==> config.mk <==
export PLATFORM = sky130hd
export DESIGN_NAME = bcd_time_counter
export DESIGN_NICKNAME = d
export VERILOG_FILES = /design/src/rtl/clock_pkg.sv /design/src/rtl/bcd_pair_counter.sv /design/src/rtl/bcd_time_counter.sv
export SDC_FILE = /design/constraint.sdc
export NUM_CORES = 1
export LEC_CHECK = 0
export ABC_AREA = 0
export CELL_PAD_IN_SITES_DETAIL_PLACEMENT = 1
export CELL_PAD_IN_SITES_GLOBAL_PLACEMENT = 1
export CORE_MARGIN = 5
export CORE_UTILIZATION = 42
export CTS_CLUSTER_DIAMETER = 120
export DETAILED_ROUTE_END_ITERATION = 10
export PLACE_DENSITY_LB_ADDON = 0.05
export SYNTH_ARGS = -nofsm -noshare
export SYNTH_HDL_FRONTEND = slang
export SYNTH_SLANG_ARGS = --single-unit
==> constraint.sdc <==
create_clock -name clk -period 4.3 [get_ports clk]
set_clock_uncertainty 0.15 [all_clocks]
set_input_delay 0.86 -clock clk [delete_from_list [all_inputs] [get_ports clk]]
set_output_delay 0.86 -clock clk [all_outputs]
set_load 0.1 [all_outputs]
==> src/rtl/clock_pkg.sv <==
// Shared definitions for the BCD time-of-day counter: field layout, field maxima,
// reset value and the packed-BCD time validity check.
package clock_pkg;

  localparam int CC_LSB     = 0;
  localparam int SS_LSB     = 8;
  localparam int MM_LSB     = 16;
  localparam int HH_LSB     = 24;
  localparam int NUM_FIELDS = 4;

  localparam logic [7:0] HH_MAX = 8'h23;
  localparam logic [7:0] MS_MAX = 8'h59;
  localparam logic [7:0] CC_MAX = 8'h99;

  localparam logic [31:0] RESET_TIME = 32'h0000_0000;

  typedef struct packed {
    logic [7:0] hh;
    logic [7:0] mm;
    logic [7:0] ss;
    logic [7:0] cc;
  } bcd_time_t;

  // Field index 0 is hundredths, 3 is hours.
  function automatic logic [7:0] field_max(input int idx);
    case (idx)
      0:       return CC_MAX;
      1, 2:    return MS_MAX;
      default: return HH_MAX;
    endcase
  endfunction

  function automatic int field_lsb(input int idx);
    case (idx)
      0:       return CC_LSB;
      1:       return SS_LSB;
      2:       return MM_LSB;
      default: return HH_LSB;
    endcase
  endfunction

  // Once every digit is <= 9, BCD byte ordering matches numeric ordering,
  // so a plain compare against the field maximum is enough.
  function automatic logic bcd_time_valid(input logic [31:0] t);
    bcd_time_t f;
    logic      ok;
    f  = t;
    ok = 1'b1;
    for (int i = 0; i < 8; i++) begin
      if (t[i*4 +: 4] > 4'd9) ok = 1'b0;
    end
    if (f.hh > HH_MAX) ok = 1'b0;
    if (f.mm > MS_MAX) ok = 1'b0;
    if (f.ss > MS_MAX) ok = 1'b0;
    if (f.cc > CC_MAX) ok = 1'b0;
    return ok;
  endfunction

endpackage

==> src/rtl/bcd_pair_counter.sv <==
// Two-digit BCD counter wrapping at MAX, with synchronous load and a
// carry-out that is high when an increment wraps the pair back to 00.
module bcd_pair_counter
  import clock_pkg::*;
#(
  parameter logic [7:0] MAX = CC_MAX
) (
  input  logic       clk,
  input  logic       rst,
  input  logic       inc,
  input  logic       load,
  input  logic [7:0] load_val,
  output logic [7:0] value,
  output logic       carry
);

  logic [7:0] value_q;
  logic [7:0] value_d;

  always_comb begin
    value_d = value_q;
    if (load) begin
      value_d = load_val;
    end else if (inc) begin
      if (value_q == MAX) begin
        value_d = 8'h00;
      end else if (value_q[3:0] == 4'd9) begin
        value_d = {value_q[7:4] + 4'd1, 4'd0};
      end else begin
        value_d = {value_q[7:4], value_q[3:0] + 4'd1};
      end
    end
  end

  always_ff @(posedge clk or posedge rst) begin
    if (rst) begin
      value_q <= RESET_TIME[CC_LSB +: 8];
    end else begin
      value_q <= value_d;
    end
  end

  assign value = value_q;
  assign carry = inc && !load && (value_q == MAX);

endmodule

==> src/rtl/bcd_time_counter.sv <==
// HH:MM:SS:CC BCD time-of-day counter driven by a run-gated prescaler.
// Optional alarm compare is compiled in with `define BCD_TIME_ALARM_EN.
module bcd_time_counter
  import clock_pkg::*;
#(
  parameter int CLK_HZ  = 50_000_000,
  parameter int TICK_HZ = 100
) (
  input  logic        clk,
  input  logic        rst,
  input  logic        run,
  input  logic        load,
  input  logic [31:0] load_time,
  output logic [31:0] time_bcd,
  output logic        tick,
  output logic        day_wrap,
  output logic        load_err
`ifdef BCD_TIME_ALARM_EN
  ,
  input  logic [31:0] alarm_time,
  output logic        alarm_hit
`endif
);

  localparam int DIV = (TICK_HZ > 0) ? (CLK_HZ / TICK_HZ) : 0;
  localparam int PW  = (DIV >= 2) ? $clog2(DIV) : 1;
  localparam logic [PW-1:0] PRESC_LAST = PW'(DIV - 1);

  if (TICK_HZ <= 0) begin : g_tick_hz_check
    $error("bcd_time_counter: TICK_HZ must be positive");
  end
  if (DIV < 2) begin : g_div_check
    $error("bcd_time_counter: CLK_HZ/TICK_HZ must be at least 2");
  end

  logic [PW-1:0] presc_q, presc_d;
  logic          tick_q, day_wrap_q, load_err_q;
  logic          load_ok, presc_done, advance, load_apply;
  logic [NUM_FIELDS-1:0] inc_chain;
  logic [NUM_FIELDS-1:0] carry_vec;

  assign load_ok    = bcd_time_valid(load_time);
  assign load_apply = load && load_ok;
  assign presc_done = run && (presc_q == PRESC_LAST);
  // Any load, even a rejected one, takes priority over the pending increment.
  assign advance    = presc_done && !load;

  always_comb begin
    presc_d = presc_q;
    if (load) begin
      if (load_ok) presc_d = '0;
    end else if (run) begin
      presc_d = presc_done ? '0 : presc_q + PW'(1);
    end
  end

  assign inc_chain[0] = advance;

  genvar gi;
  generate
    for (gi = 0; gi < NUM_FIELDS; gi++) begin : g_field
      bcd_pair_counter #(
        .MAX(field_max(gi))
      ) u_pair (
        .clk     (clk),
        .rst     (rst),
        .inc     (inc_chain[gi]),
        .load    (load_apply),
        .load_val(load_time[field_lsb(gi) +: 8]),
        .value   (time_bcd[field_lsb(gi) +: 8]),
        .carry   (carry_vec[gi])
      );
      if (gi < NUM_FIELDS - 1) begin : g_chain
        assign inc_chain[gi+1] = carry_vec[gi];
      end
    end
  endgenerate

  always_ff @(posedge clk or posedge rst) begin
    if (rst) begin
      presc_q    <= '0;
      tick_q     <= 1'b0;
      day_wrap_q <= 1'b0;
      load_err_q <= 1'b0;
    end else begin
      presc_q    <= presc_d;
      tick_q     <= advance;
      day_wrap_q <= carry_vec[NUM_FIELDS-1];
      load_err_q <= load && !load_ok;
    end
  end

  assign tick     = tick_q;
  assign day_wrap = day_wrap_q;
  assign load_err = load_err_q;

`ifdef BCD_TIME_ALARM_EN
  logic alarm_hit_q;

  // tick_q marks that the current time_bcd came from an increment, so a load
  // landing on the alarm value never fires.
  always_ff @(posedge clk or posedge rst) begin
    if (rst) begin
      alarm_hit_q <= 1'b0;
    end else begin
      alarm_hit_q <= tick_q && bcd_time_valid(alarm_time) && (time_bcd == alarm_time);
    end
  end

  assign alarm_hit = alarm_hit_q;
`endif

endmodule

==> implementation parameters, run 1 <==
Parameter                              Value

Run status
  Outcome ... finished, final reports clean

CTS
  Clock Tree Buf Depth ... 2
  Insertion delay to the later sink of the worst-skew pair ... approximately 0.31 ns
  Post-CTS Resized ... 0
  Hold_buf cts ... 0
  Number of levels in the clock H-tree ... 2
  Clock net sink count ... 54
  TritonCTS clock tree ... yes
  Post-CTS Setup Inserts ... 0
  CTS buffer count ... 5
  Clock edge transition at the registers on the reported setup and hold paths ... 0.09 ns
  Root buf cell ... clkbuf_8

Yosys
  Number of flops mapped to enable cells by yosys ... 0
  Leading cell type by number of instances after synthesis ... dfrtp_1
  Most area-consuming cells after synthesis ... dfrtp_1, ha_1, nor2_1
  Summed instance area of the synthesized netlist ... 3460 sq um
  Xor and xnor fraction of the mapped netlist area ... 0.00759
  Total nets after synthesis ... 443
  Fraction of synthesis flops using an asynchronous set or reset pin ... 1.00
  Fraction of synthesized area in multiplexers ... 0.0289
  Count of mapped cells out of synthesis ... 390
  Number of distinct standard cells referenced by the synthesized netlist ... 52
  Share of synthesized area occupied by flip-flops and latches ... 0.390
  Area fraction in compound gates after synthesis ... 0.176
  Synth Area per Inst ... just under 9 sq um
  Adder and majority cell fraction of the synthesized area ... 0.0615
  Combinational family with the most area after synthesis ... simple AND/OR/NAND/NOR gates
  Post-synth top area share ... 0.390
  Commonest cells in the netlist ... dfrtp_1, nor2_1, nand2_1
  Number of warnings printed during yosys synthesis ... 0
  Library cell with the largest summed area after synthesis ... dfrtp_1
  Synthesized flop and latch total ... 54
  Primary flip-flop cell chosen by synthesis mapping ... dfrtp_1
  Simple-gate share of the synthesized area ... 0.302

Floorplanning
  # IOs ... 71
  Standard cell core area ... 8130 sq um
  Overall die area ... 10200 sq um
  Die H ... 101 microns
  Initial cell density of the core ... 0.425
  Site Rows ... 33
  Floorplan die width ... 101 microns

Run
  Max-cap violation count ... 0

Timing
  Setup repair after global routing missed its margin ... no
  Final critical delay including setup and external delays ... 3.24 ns
  Maximum clock frequency ... approximately 310 MHz
  Worst hold slack across all endpoints ... 0.399 ns
  Number of endpoints failing setup at the final stage ... 0
  Final worst-path cycle share ... 0.753
  Worst Max-Slew Pin Slew ... 1.13 ns
  Final-report max-slew violation count ... 0
  Final Hold Fails ... 0
  Worst-case headroom to the max-slew limit ... 0.241
  Total negative slack for setup checks ... 0 ns

Setup path
  Largest driver fanout on the critical path ... 11
  Critical path data required time ... approximately 4.3 ns
  Crit path max-delay family ... simple AND/OR/NAND/NOR gates
  Cell with the biggest individual delay on the critical path ... or4_4
  Critical-path cell list ... clkdlybuf4s50_1, nand2b_1, or4_4, nor3_2, mux2i_1, o21ai_1
  Crit end category ... flip-flop
  Peak per-stage delay on the critical path ... 0.66 ns
  Count of buffer and inverter cells on the critical path ... 1
  Arrival time of the worst setup path ... 3.27 ns
  Setup Crit Path Kind ... input pin to flip-flop
  Kind of start point of the critical path ... input pin

Pwr
  Areal power density over the cells ... 259 nW/um^2
  Max VDD drop ... around 0.16 mV
  Leakage ... roughly 1.8 nW

Drt
  Total vias in the final route ... between 3000 and 4000
  First-pass iteration count of the detailed router ... 4
  Post-route DRC ... 0
  Total wirelength of the detailed-routed design ... approximately 11000 microns
  Via-per-instance ratio ... 5.96
  WL per Instance ... ~19 microns
  DR iter-0 viols ... 130
  Number of nets with antenna violations after detailed routing ... 0

Placed design
  Final HPWL DP ... 8010 microns
  RD Place Congestion ... 0.795
  Count of input and output buffers ... 70

Global route
  Most used routing layer in global routing ... met2
  Via count of the first global-routing pass ... 3372
  Pin count of the biggest net entering global routing ... 35
  Global routing usage on met3 ... 0.0318
  All-layer global routing usage ... 0.211
  Grt total ovfl ... 0
  Initial antenna violation count ... 0
  First-pass GRT wire length ... 17200 microns
  Met1 track utilization from global routing ... 0.268
  Met2 capacity usage during global routing ... 0.377

Final layout
  Fraction of final layout cells with drive strength greater than 1 ... 0.0395
  Nets ... just over 500
  Filler cell count in the final layout ... 959
  Area overhead of the layout relative to synthesis ... 25.8%
  Ant diodes ... 0

Hold path
  Path category of the worst min-delay check ... flip-flop to flip-flop
-- cell families (layout without fill, tap and decap cells) --
logic type / count (synthesis) / in the layout
AO/OA/AOI/OAI: 91 / 91
XOR/XNOR: 3 / 3
adder cells (fa/ha/maj): 17 / 17
buffers and inverters: 29 / 95
flip-flops: 54 / 54
multiplexers: 10 / 10
AND/OR/NAND/NOR: 186 / 186
-- routing by layer --
layer,routed length [microns],part of all wire
met3,453,0.043
met2,5280,0.50
met1,4630,0.44
met5,0,0
met4,151,0.014
-- where the power goes --
group	leakage [nW]	switching, mW	total (mW)	internal (mW)
logic	1.06	0.162	0.247	0.0850
clock network	0.0482	0.173	0.304	0.131
registers	0.743	0.0411	0.577	0.536
total	1.85	0.377	1.13	0.752
-- final timing paths --
check | startpoint | endpoint | slack (ns) | cells past startpoint
setup / recovery | load | g_field[3].u_pair.value[1]$_DFFE_PP0P_ | 1.06 | 6
hold / removal | presc_q[0]$_DFFE_PP0P_ | presc_q[0]$_DFFE_PP0P_ | 0.40 | 1
setup reg to reg | presc_q[9]$_DFFE_PP0P_ | g_field[3].u_pair.value[5]$_DFFE_PP0P_ | 1.35 | 5
hold reg to reg | presc_q[0]$_DFFE_PP0P_ | presc_q[0]$_DFFE_PP0P_ | 0.40 | 1
max in group asynchronous | rst | presc_q[3]$_DFFE_PP0P_ | 2.44 | 3
min in group asynchronous | rst | g_field[3].u_pair.value[3]$_DFFE_PP0P_ | 0.72 | 2
-- state kept, by name, summed over array words and instances (netlist names) --
name / cells
load_err: 1
presc_q: 19
g_field.u_pair.value: 32
tick: 1
day_wrap: 1
-- placed cells by master (no fill, tap or decap), types with 3 or more instances in the layout --
cell type	n
clkbuf_8	6
a22oi_1	4
nor3_1	10
nand3b_1	6
o31a_1	3
nand3_1	18
a21oi_1	9
a22o_1	4
nor2b_1	3
buf_4	5
mux2i_1	10
nor4bb_1	3
nand2_1	33
nor4_1	8
ha_1	17
a211o_1	7
and3b_1	6
o21ai_1	13
dfrtp_1	54
and3_1	9
and4_1	3
o211ai_1	3
o31ai_1	3
nand4_1	12
clkdlybuf4s50_1	70
and2_1	6
o21ai_0	14
nand2b_1	4
inv_1	11
or4_1	6
a21o_1	5
a31oi_1	14
nor3_2	3
nor2_1	36
or3_1	12
-- metrics by stage --
step | std cells | utilization | power, mW | worst slack [ns] | cell area, sq um
after CTS | 561 | 0.535 | 1.14 | 1.05 | 4350
after global routing | 561 | 0.535 | 1.18 | 0.877 | 4350
after floorplan | 390 | - | 0.737 | 1.21 | 3460
final | 561 | 0.535 | 1.13 | 1.06 | 4350
after global placement | 553 | 0.524 | 0.827 | 0.836 | 4260
after detailed placement | 553 | 0.524 | 0.835 | 0.715 | 4260
-- cell type report --
cell class              count  area, sq um  share of cell area
clock buffers               7         86.3              0.0198
repair buffers             75          738               0.170
flip-flops and latches     54         1350               0.310
inverters                  12         45.0              0.0103
well taps                 105          131              0.0302
clock inverters             1         5.00             0.00115
multi-input cells         307         2000               0.459
Power figures use the tool's default switching activity.
==> run 2, diff against run 1 <==
- CORE_UTILIZATION: 42 -> 35
- clock period: 4.3 -> 2.6 ns (I/O delays scaled with it)
==> implementation parameters, run 2 (synthesis results as in run 1) <==
Parameter                              Value

Timing
  Final worst-path cycle share ... 0.972
  Worst Max-Slew Pin Slew ... 0.545 ns
  Final critical delay including setup and external delays ... 2.53 ns
  Setup repair after global routing missed its margin ... no
  Worst-case headroom to the max-slew limit ... 0.633
  Final Hold Fails ... 0
  Number of endpoints failing setup at the final stage ... 0
  Maximum clock frequency ... 396 MHz
  Final-report max-slew violation count ... 0

Drt
  DR iter-0 viols ... 114
  First-pass iteration count of the detailed router ... 4
  Total wirelength of the detailed-routed design ... 10900 microns
  Via-per-instance ratio ... 5.44
  Number of nets with antenna violations after detailed routing ... 0
  Total vias in the final route ... 3398
  Post-route DRC ... 0
  WL per Instance ... 17.4 microns

CTS
  CTS buffer count ... 5
  Insertion delay to the later sink of the worst-skew pair ... 0.31 ns
  Root buf cell ... clkbuf_8
  Number of levels in the clock H-tree ... 2
  Clock net sink count ... between 50 and 60
  TritonCTS clock tree ... yes
  Clock edge transition at the registers on the reported setup and hold paths ... approximately 0.10 ns
  Clock Tree Buf Depth ... 2

Final layout
  Area overhead of the layout relative to synthesis ... 35.1%
  Post-layout utilization of the core ... 0.480
  Most common cell after layout, fill and taps aside ... buf_4
  Nets ... 545
  Max reg flops ... 32
  Fraction of final layout cells with drive strength greater than 1 ... 0.213
  Non-filler cells, final ... between 600 and 700
  Commonest non-fill, non-tap cells in the layout ... buf_4, dfrtp_1, nor2_1, clkdlybuf4s50_1, nand2_1
  Filler cell count in the final layout ... between 1000 and 1500
  Area used by multi-input combinational logic ... ~2000 sq um
  Ant diodes ... 0
  Footprint of the flip-flops and latches ... 1370 sq um

Floorplanning
  Floorplan die width ... 109 microns
  Overall die area ... 12000 sq um
  Standard cell core area ... 9730 sq um
  Die H ... 109 microns
  Initial cell density of the core ... 0.356
  # IOs ... between 70 and 80
  Site Rows ... 36

Global route
  Via count of the first global-routing pass ... 3492
  All-layer global routing usage ... 0.185
  Pin count of the biggest net entering global routing ... 28
  First-pass GRT wire length ... 17600 microns
  Grt total ovfl ... 0
  Initial antenna violation count ... 0

Setup path
  Critical path data required time ... between 2 and 3 ns
  RR Startpoint ... presc_q[10]$_DFFE_PP0P_
  Arrival time of the worst setup path ... 2.57 ns
  Largest driver fanout on the critical path ... 3
  Crit end category ... flip-flop
  Kind of start point of the critical path ... input pin
  Depth of the most critical reg-to-reg path ... 5
  Reg-to-reg setup timing slack ... 0.09 ns
  Setup Crit Path Kind ... input pin to flip-flop
  Terminus of the critical flop-to-flop path ... g_field[2].u_pair.value[6]$_DFFE_PP0P_

Pwr
  Overall power ... 1.98 mW
  Max VDD drop ... between 0.2 and 0.25 mV
  Leakage ... 2.11 nW
  Areal power density over the cells ... 423 nW/um^2

Placed design
  RD Place Congestion ... 0.810
  Count of input and output buffers ... 70
  Final HPWL DP ... 8570 microns
  Cell total after placement ... 618

Hold path
  Path category of the worst min-delay check ... input pin to asynchronous set/reset pin

Run status
  Outcome ... finished, final reports clean

Run
  Max-cap violation count ... 0
-- run 2: timing repair --
item / CTS / global route
hold buffers: 0 / 0
setup buffers: 0 / 0
setup endpoints to repair: 0 / 3
hold endpoints to repair: 0 / 0
resized for setup: 0 / 2
-- run 2: layer usage --
metal	part of all wire	wire length [microns]	GRT usage
met5	0	0	0
met1	0.45	4920	0.231
met3	0.028	304	0.0235
met2	0.51	5610	0.341
met4	0.0068	74	0.0365
-- run 2: per-stage QoR --
stage	area, sq um	hold slack [ns]	worst slack [ns]	setup TNS, ns
final	4670	0.371	0.0725	0
after global routing	4670	0.392	0.00358	0
after CTS	4660	0.378	0.0202	0
after detailed placement	4550	0.380	-0.259	-1.52
after global placement	4550	0.375	-0.164	-0.673
after floorplan	3490	0.337	-0.0810	-0.0810
-- run 2: where the power goes --
| group | internal (mW) | switching [mW] | total [mW] |
|---|---|---|---|
| Combinational | 0.153 | 0.273 | 0.426 |
| Sequential | 0.888 | 0.0654 | 0.953 |
| Clock | 0.309 | 0.288 | 0.597 |
| Total | 1.35 | 0.627 | 1.98 |
-- run 2: critical path: stages --
cell and delay (ns):
clkdlybuf4s50_1 0.42, nand2b_1 0.20, or4_4 0.59, or4_1 0.49, o211ai_1 0.22, o211ai_1 0.12
-- run 2: area by class of cell --
type	count	area share
timing repair buffer	112	0.207
inverter	12	0.00964
sequential	54	0.292
clock inverter	1	0.00642
tap	133	0.0356
multi-input combinational	307	0.432
clock buffer	6	0.0177
-- run 2: worst max path at each step --
| stage | startpoint | end | slack [ns] | cells past startpoint |
|---|---|---|---|---|
| 2_1_floorplan | g_field[0].u_pair.value[0]$_DFFE_PP0P_ | g_field[2].u_pair.value[6]$_DFFE_PP0P_ | -0.08 | 6 |
| 6_report | load | g_field[2].u_pair.value[6]$_DFFE_PP0P_ | 0.07 | 6 |
| 3_5_place_dp | load | g_field[2].u_pair.value[6]$_DFFE_PP0P_ | -0.26 | 6 |
| 3_3_place_gp | load | g_field[2].u_pair.value[6]$_DFFE_PP0P_ | -0.16 | 6 |
| 5_1_grt | presc_q[10]$_DFFE_PP0P_ | g_field[2].u_pair.value[6]$_DFFE_PP0P_ | 0.004 | 5 |
| 4_1_cts | presc_q[10]$_DFFE_PP0P_ | g_field[2].u_pair.value[6]$_DFFE_PP0P_ | 0.02 | 5 |
